--- src/rtl/branch_predict_ctrl_pkg.sv ---
// Shared types and constants for the branch predictor: 2-bit counter
// encodings and the state written when a new BTB entry is allocated.
package branch_predict_ctrl_pkg;

  typedef enum logic [1:0] {
    SNT = 2'b00,
    WNT = 2'b01,
    WT  = 2'b10,
    ST  = 2'b11
  } ctr_t;

  localparam ctr_t CTR_RESET = WNT;
  localparam ctr_t CTR_ALLOC = WT;

  function automatic logic ctr_predicts_taken(input ctr_t c);
    return (c == WT) || (c == ST);
  endfunction

endpackage

--- src/rtl/branch_predict_ctrl_sat_ctr2.sv ---
// Combinational next-state for a 2-bit saturating up/down counter.
module sat_ctr2
  import branch_predict_ctrl_pkg::*;
(
  input  ctr_t cur,
  input  logic up,
  output ctr_t nxt
);

  always_comb begin
    nxt = cur;
    unique case (cur)
      SNT: nxt = up ? WNT : SNT;
      WNT: nxt = up ? WT  : SNT;
      WT:  nxt = up ? ST  : WNT;
      ST:  nxt = up ? ST  : WT;
      default: nxt = cur;
    endcase
  end

endmodule

--- src/rtl/branch_predict_ctrl.sv ---
// Direct-mapped BTB with 2-bit counters, EX-stage branch resolution,
// redirect/flush generation and branch/mispredict statistics.
module branch_predict_ctrl
  import branch_predict_ctrl_pkg::*;
#(
  parameter int unsigned IDX_BITS = 4,
  parameter int unsigned CNT_W    = 32
) (
  input  logic             clk,
  input  logic             rst_n,
  input  logic [31:0]      if_pc,
  output logic             pred_taken,
  output logic [31:0]      pred_target,
  input  logic             ex_branch,
  input  logic             ex_stall,
  input  logic [31:0]      ex_pc,
  input  logic             ex_taken,
  input  logic [31:0]      ex_target,
  input  logic             ex_pred_taken,
  input  logic [31:0]      ex_pred_target,
  output logic             redirect,
  output logic [31:0]      redirect_pc,
  output logic             flush_if_id,
  output logic             flush_id_ex,
  output logic [CNT_W-1:0] branch_count,
  output logic [CNT_W-1:0] mispredict_count
);

  localparam int unsigned ENTRIES = 1 << IDX_BITS;
  localparam int unsigned TAG_W   = 30 - IDX_BITS;

  logic [ENTRIES-1:0] btb_valid;
  logic [TAG_W-1:0]   btb_tag    [ENTRIES];
  logic [31:0]        btb_target [ENTRIES];
  ctr_t               btb_ctr    [ENTRIES];

  logic [IDX_BITS-1:0] if_idx, ex_idx;
  logic [TAG_W-1:0]    if_tag, ex_tag;
  logic                if_hit, ex_hit;
  logic                resolve, mispredict;
  ctr_t                ctr_next;

  assign if_idx = if_pc[IDX_BITS+1:2];
  assign if_tag = if_pc[31:IDX_BITS+2];
  assign ex_idx = ex_pc[IDX_BITS+1:2];
  assign ex_tag = ex_pc[31:IDX_BITS+2];

  // Lookup reads the array directly, so a same-cycle write is not visible.
  assign if_hit      = btb_valid[if_idx] && (btb_tag[if_idx] == if_tag);
  assign pred_taken  = if_hit && ctr_predicts_taken(btb_ctr[if_idx]);
  assign pred_target = if_hit ? btb_target[if_idx] : (if_pc + 32'd4);

  assign ex_hit     = btb_valid[ex_idx] && (btb_tag[ex_idx] == ex_tag);
  assign resolve    = ex_branch && !ex_stall;
  assign mispredict = resolve &&
                      ((ex_taken != ex_pred_taken) ||
                       (ex_taken && (ex_pred_target != ex_target)));

  // Gated by rst_n so a resolve coinciding with reset assertion never redirects.
  assign redirect    = rst_n && mispredict;
  assign redirect_pc = ex_taken ? ex_target : (ex_pc + 32'd4);
  assign flush_if_id = redirect;
  assign flush_id_ex = redirect;

  sat_ctr2 u_sat_ctr2 (
    .cur (btb_ctr[ex_idx]),
    .up  (ex_taken),
    .nxt (ctr_next)
  );

  always_ff @(posedge clk or negedge rst_n) begin
    if (!rst_n) begin
      btb_valid        <= '0;
      branch_count     <= '0;
      mispredict_count <= '0;
      for (int unsigned i = 0; i < ENTRIES; i++) begin
        btb_tag[i]    <= '0;
        btb_target[i] <= '0;
        btb_ctr[i]    <= CTR_RESET;
      end
    end else if (resolve) begin
      branch_count <= branch_count + CNT_W'(1);
      if (mispredict) begin
        mispredict_count <= mispredict_count + CNT_W'(1);
      end
      if (ex_hit) begin
        btb_ctr[ex_idx] <= ctr_next;
        if (ex_taken) begin
          btb_target[ex_idx] <= ex_target;
        end
      end else if (ex_taken) begin
        btb_valid[ex_idx]  <= 1'b1;
        btb_tag[ex_idx]    <= ex_tag;
        btb_target[ex_idx] <= ex_target;
        btb_ctr[ex_idx]    <= CTR_ALLOC;
      end
    end
  end

endmodule

--- config.mk ---
export PLATFORM = sky130hd
export DESIGN_NAME = branch_predict_ctrl
export DESIGN_NICKNAME = d
export VERILOG_FILES = /design/src/rtl/branch_predict_ctrl_pkg.sv /design/src/rtl/branch_predict_ctrl_sat_ctr2.sv /design/src/rtl/branch_predict_ctrl.sv
export SDC_FILE = /design/constraint.sdc
export NUM_CORES = 2
export LEC_CHECK = 0
export CAP_MARGIN = 20
export CORE_UTILIZATION = 40
export CTS_CLUSTER_DIAMETER = 80
export DETAILED_ROUTE_END_ITERATION = 16
export GPL_ROUTABILITY_DRIVEN = 0
export PLACE_DENSITY = 0.57
export SLEW_MARGIN = 10
export SYNTH_ARGS = -nofsm -noshare
export SYNTH_HDL_FRONTEND = slang
export SYNTH_SLANG_ARGS = --single-unit
export TNS_END_PERCENT = 1
--- constraint.sdc ---
create_clock -name clk -period 3.9 [get_ports clk]
set_clock_uncertainty 0.15 [all_clocks]
set_input_delay 0.39 -clock clk [delete_from_list [all_inputs] [get_ports clk]]
set_output_delay 0.39 -clock clk [all_outputs]
set_load 0.1 [all_outputs]
Word level (Yosys, flattened, before mapping)

Cells that the tools add are included.

$lt $le $gt $ge: 6
Add/sub/neg operators: 4
Equality and inequality tests: 9
Reduce and logical (&&, ||, !) cells: 18
Multiplexer cells: 39
Bitwise logic cells: 7

Operators by type and width:

| cell                    | count |
|---|---|
| $bwmux W512             | 1 |
| $bwmux W416             | 1 |
| $mux W32                | 7 |
| $bmux W26 S4            | 2 |
| $mux W26                | 5 |
| $bmux W32 S4            | 1 |
| $demux W32 S4           | 1 |
| $demux W26 S4           | 1 |
| $add A32 B1 Y32 const B | 2 |
| $add A32 B3 Y32 const B | 2 |
| $eq A26 B26 Y1          | 2 |
| $bwmux W32              | 1 |
| $ne A32 B32 Y1          | 1 |
| $or A16 B16 Y16         | 2 |
| $and A16 B16 Y16        | 1 |
| $bmux W2 S4             | 2 |
| $not A16 Y16            | 1 |
| $mux W2                 | 7 |
| $ge A5 B5 Y1 const B    | 2 |
| $lt A4 B5 Y1 const B    | 2 |
| $not A4 Y5              | 2 |
| $logic_and A1 B1 Y1     | 9 |
| $bmux W1 S4             | 2 |
| $demux W2 S4            | 1 |
| 15 further kinds        | 25 |

Input bits: 134
Output and inout port bits: 132
Register bits after elaboration: 1040
Word-level logic and storage cells: 134

Logic depth before layout (Yosys ltp)

Depth in word-level cells: 9
Depth in mapped cells: 15

Cells and area by module

From an unflattened synthesis, not the netlist that was laid out.

Cell total of the unflattened synthesis: 4058
Area, all modules: 54222.0 um2

By module, submodules not included:

| module              | times used | cells an instance | area each (um2) | sequential area each (um2) |
|---|---|---|---|---|
| branch_predict_ctrl | 1          | 4055              | 54195.7         | 26045.0 |
| sat_ctr2            | 1          | 3                 | 26.3            | 0.0 |

Least setup slack after synthesis

OpenSTA, ideal clock, no wires.

Kind: input -> output
From: in ex_pc[3]
To: out redirect_pc[29]
Data arrival time: 5025 ps
Required time: 3360 ps
Stages on the path: 13
Path buffers: 5
Slack: -1665 ps
Path through: buf_4 > buf_2 > buf_4 > buf_2 > clkbuf_1 > nand2_1 > nor4_1 > nor2b_1 > nand2_1 > nor2_1 > nand3_1 > xnor2_1 > o21ai_0

Word-level cells in the longest chain between the ends: 2

RTL lines:

| element         | RTL line                  | text |
|---|---|---|
| start, declared | branch_predict_ctrl.sv:16 | `input logic [31:0] ex_pc,` |
| $add A32 B3 Y32 | branch_predict_ctrl.sv:61 | `assign redirect_pc = ex_taken ? ex_target : (ex_pc + 32'd4);` |
| $mux W32        | branch_predict_ctrl.sv:61 |  |
| end, declared   | branch_predict_ctrl.sv:22 | `output logic [31:0] redirect_pc,` |

No other way between the ends.

Final worst setup path

From: reg btb_tag[326] in the netlist's numbering
To: out pred_target[20]

Word-level cells in the longest chain between the ends: 6

RTL lines:

| element                                     | RTL line                  | text |
|---|---|---|
| start, declared                             | branch_predict_ctrl.sv:33 | `logic [TAG_W-1:0] btb_tag [ENTRIES];` |
| start signal, assigned by index             | branch_predict_ctrl.sv:93 | `btb_tag[ex_idx] <= ex_tag;` |
| $bmux W26 S4                                | branch_predict_ctrl.sv:49 | `assign if_hit = btb_valid[if_idx] && (btb_tag[if_idx] == if_tag);` |
| $mux W26 (implied by the code) (2 in a row) | branch_predict_ctrl.sv:49 |  |
| $eq A26 B26 Y1                              | branch_predict_ctrl.sv:49 |  |
| $logic_and A1 B1 Y1                         | branch_predict_ctrl.sv:49 |  |
| $mux W32                                    | branch_predict_ctrl.sv:51 | `assign pred_target = if_hit ? btb_target[if_idx] : (if_pc + 32'd4);` |
| end, declared                               | branch_predict_ctrl.sv:13 | `output logic [31:0] pred_target,` |

No other way between the ends. The select of a mux whose other input is x is not followed.

==> impl_results.md <==
- Status: finished, violations left
- Failing checks: negative setup slack
- CTS H-tree depth: 3
- Wl on met1: 86300 um
- CTS tree: done
- Fin nets: 4534
- Worst Path Class, Setup: reg2out
- Antenna violations before repair: 8
- All-layer global routing usage: 27.4%
- Core area: 136000 um^2
- Power share of the combinational group: 21.6%
- Final setup viols: 38
- Net Sw Frac: 28.7%
- Clock root cell: clkbuf_16
- Post-route minimum period: 4640 ps
- Detail Route Antenna Nets: 0
- Slew @ Worst Pin: 1160 ps
- Vias/cell: 5.84
- VDD IR max: 0.000366 V
- Synth cell types: 78
- Vias: 36600
- Internal: 22.2 mW
- CP required: 3360 ps
- Die X: 372 um
- Sequential area share after synthesis: 47.6%
- IO buf count: 265
- First-pass GRT wire length: 273000 um
- DR iter-0 viols: 2956
- Top FF cell, synth: dfrtp_1
- Final hold viol count: 0
- Pwr/cell area: 455 nW/um^2
- Overflow after GRT: 0
- Synthesized flop and latch total: 1040
- Worst EP arrival: 4100 ps
- Share of power burned in registers: 41.8%
- Avg WL per Cell: 29.9 um
- Uppermost layer routed: met5
- Num CTS Buffers: 119
- Hold_ws: 107 ps
- Max Freq: 216 MHz
- Vias in the first global route: 37400
- Clock buffer depth: 3
- Util after Layout: 50.4%
- FILL cells: 11600
- Final worst-path setup slack: -736 ps
- Clock Power Share: 36.6%
- CP startpoint kind: flop
- Async SR Flop Fraction: 100%
- CTS sink cnt: 1040
- Max Cap Viol: 0
- Syn Area/Cell: 14.5 um^2
- # IOs: 266
- Met2 wire length: 82600 um
- DRT Pass-1 Iters: 7
- Final period util: 119%
- Ys Warns: 0
- Layout cells sized above 1: 51.1%
- HP Class: in2async
- Synthesized area: 54700 um^2
- Worst-path clk slew: 60 ps
- Largest net degree at the start of global routing: 137
- # DRC: 0
- RSZ-0062 raised after global routing: yes
- Area of the die: 138000 um^2
- CP max FO: 19
- Slew Limit Fails: 0
- Die H: 372 um
- Syn nets: 3911
- Met3 Wirelength: 13100 um
- Post-synth EDFFs: 0
- P&R area growth vs syn: 24.9%
- Clk Latency, worst-skew pair: 770 ps
- Final WL: 187000 um
- Net switching power: 8.92 mW
- Core Rows: 135
- Starting density of the core: 40.3%
- Post-Syn Instances: 3770
- Cell leakage power: 30.9 nW
- HPWL after DPL: 127000 um
- Slew HR: 22.7%
- Critical path endpoint category: output pin
## layout make-up
class | count | area, um^2 | share of cell area, %
inverters | 53 | 204 | 0.298
clock buffers | 184 | 3540 | 5.18
multi-input cells | 2330 | 27200 | 39.8
clock inverters | 37 | 443 | 0.648
flip-flops and latches | 1040 | 26000 | 38.1
well taps | 1781 | 2230 | 3.26
diodes | 1 | 2.50 | 0.00366
repair buffers | 849 | 8660 | 12.7
## layer usage
layer	GRT usage, %	vias up
met5	0	-
met4	7.71	8
met3	4.97	280
met2	40.5	1336
met1	41.0	19700
li1	-	15300
## cell usage after synthesis (25+ instances only)
| cell type | number | area, um^2 |
|---|---|---|
| nand4_1 | 33 | 206 |
| o21ai_0 | 51 | 255 |
| mux4_2 | 358 | 8060 |
| dfrtp_1 | 1024 | 25600 |
| inv_1 | 51 | 191 |
| buf_2 | 36 | 180 |
| buf_1 | 51 | 191 |
| nand3_1 | 41 | 205 |
| mux2_2 | 795 | 8950 |
| mux2i_1 | 98 | 981 |
| nor3_1 | 32 | 160 |
| xnor2_1 | 109 | 955 |
| nor2_1 | 77 | 289 |
| a22o_1 | 37 | 324 |
| mux2_4 | 190 | 2850 |
| xor2_1 | 69 | 604 |
| clkbuf_1 | 208 | 781 |
| nand2_1 | 135 | 507 |
| buf_4 | 25 | 188 |
| a22oi_1 | 42 | 315 |
## power by group through the flow
| stage | clock, mW | combinational (mW) | sequential (mW) |
|---|---|---|---|
| after floorplan | 0 | 3.70 | 13.3 |
| after global placement | 0 | 6.53 | 13.1 |
| after detailed placement | 0 | 6.60 | 13.2 |
| after CTS | 11.6 | 6.68 | 13.0 |
| after global routing | 12.0 | 7.05 | 13.2 |
| final | 11.4 | 6.71 | 13.0 |
## state kept, by name, summed over array words and instances (netlist names)
| register | count |
|---|---|
| btb_ctr | 32 |
| branch_count | 32 |
| btb_valid | 16 |
| mispredict_count | 32 |
| btb_tag | 416 |
| btb_target | 512 |
## through the flow
stage	instance area, um^2	TNS [ps]	std cells	setup WS, ps	power, mW
floorplan	54700	-20900	3770	-612	17.0
global placement	63900	-259520	6044	-993	19.6
detailed placement	63900	-268260	6044	-950	19.8
CTS	68200	-25840	6274	-836	31.2
global route	68400	-28000	6274	-886	32.2
finish	68400	-22620	6275	-736	31.1
## worst paths after layout
kind / startpoint / endpoint / slack, ps / cells after the start
setup / recovery: btb_tag[326] / pred_target[20] / -740 / 11
min in group clk: ex_pc[22] / btb_tag[302] / 210 / 2
hold reg to reg: branch_count[31] / branch_count[31] / 310 / 1
hold / removal: rst_n / branch_count[7] / 110 / 2
max in group asynchronous: rst_n / mispredict_count[4] / 2140 / 4
setup reg to reg: btb_tag[109] / btb_tag[313] / -20 / 12
## kinds of logic after synthesis
logic type               Yosys count  synth area share [%]
flip-flops                      1040                  47.6
XOR/XNOR                         178                  2.85
AO/OA/AOI/OAI                    229                  3.08
buffers and inverters            400                  3.46
AND/OR/NAND/NOR                  471                  4.61
adder cells (fa/ha/maj)            9                 0.197
multiplexers                    1443                  38.2
## cell usage in the layout, fill, tap and decap left out, types with 17 or more instances in the layout
| cell type | instances |
|---|---|
| nand4_1 | 33 |
| clkbuf_1 | 33 |
| a22oi_1 | 42 |
| xnor2_1 | 108 |
| o21ai_0 | 30 |
| mux2_2 | 754 |
| clkinv_2 | 19 |
| nand3_1 | 38 |
| mux2i_1 | 90 |
| mux4_2 | 358 |
| buf_12 | 141 |
| o22ai_1 | 19 |
| inv_1 | 50 |
| nand2_2 | 17 |
| clkbuf_8 | 33 |
| xor2_1 | 69 |
| nand2b_1 | 23 |
| clkdlybuf4s50_1 | 188 |
| nand2_1 | 127 |
| buf_4 | 509 |
| nor2_1 | 75 |
| nor3_1 | 32 |
| a22o_1 | 37 |
| clkbuf_16 | 119 |
| dfrtp_1 | 1024 |
| and3_1 | 23 |
| mux2_4 | 231 |
## worst max-delay path: stages (launching register included)
cell      delay [ps]
dfrtp_1          410
mux4_2           540
a22o_1           240
a221oi_4         430
o22ai_1          130
a21oi_1          170
nand4_1          170
nor4_4           300
buf_6            170
buf_12           190
mux2_2           390
buf_12           170
## timing repair
item                                    CTS  global route
endpoints found under the setup margin  191           232
pin swaps                                 8            14
endpoints found under the hold margin    66             0
resized for setup                        57            28
setup buffers                             8             1
gates cloned                              1             0
hold buffers                              1             0
No activity file was read; power rests on OpenSTA's default activity.
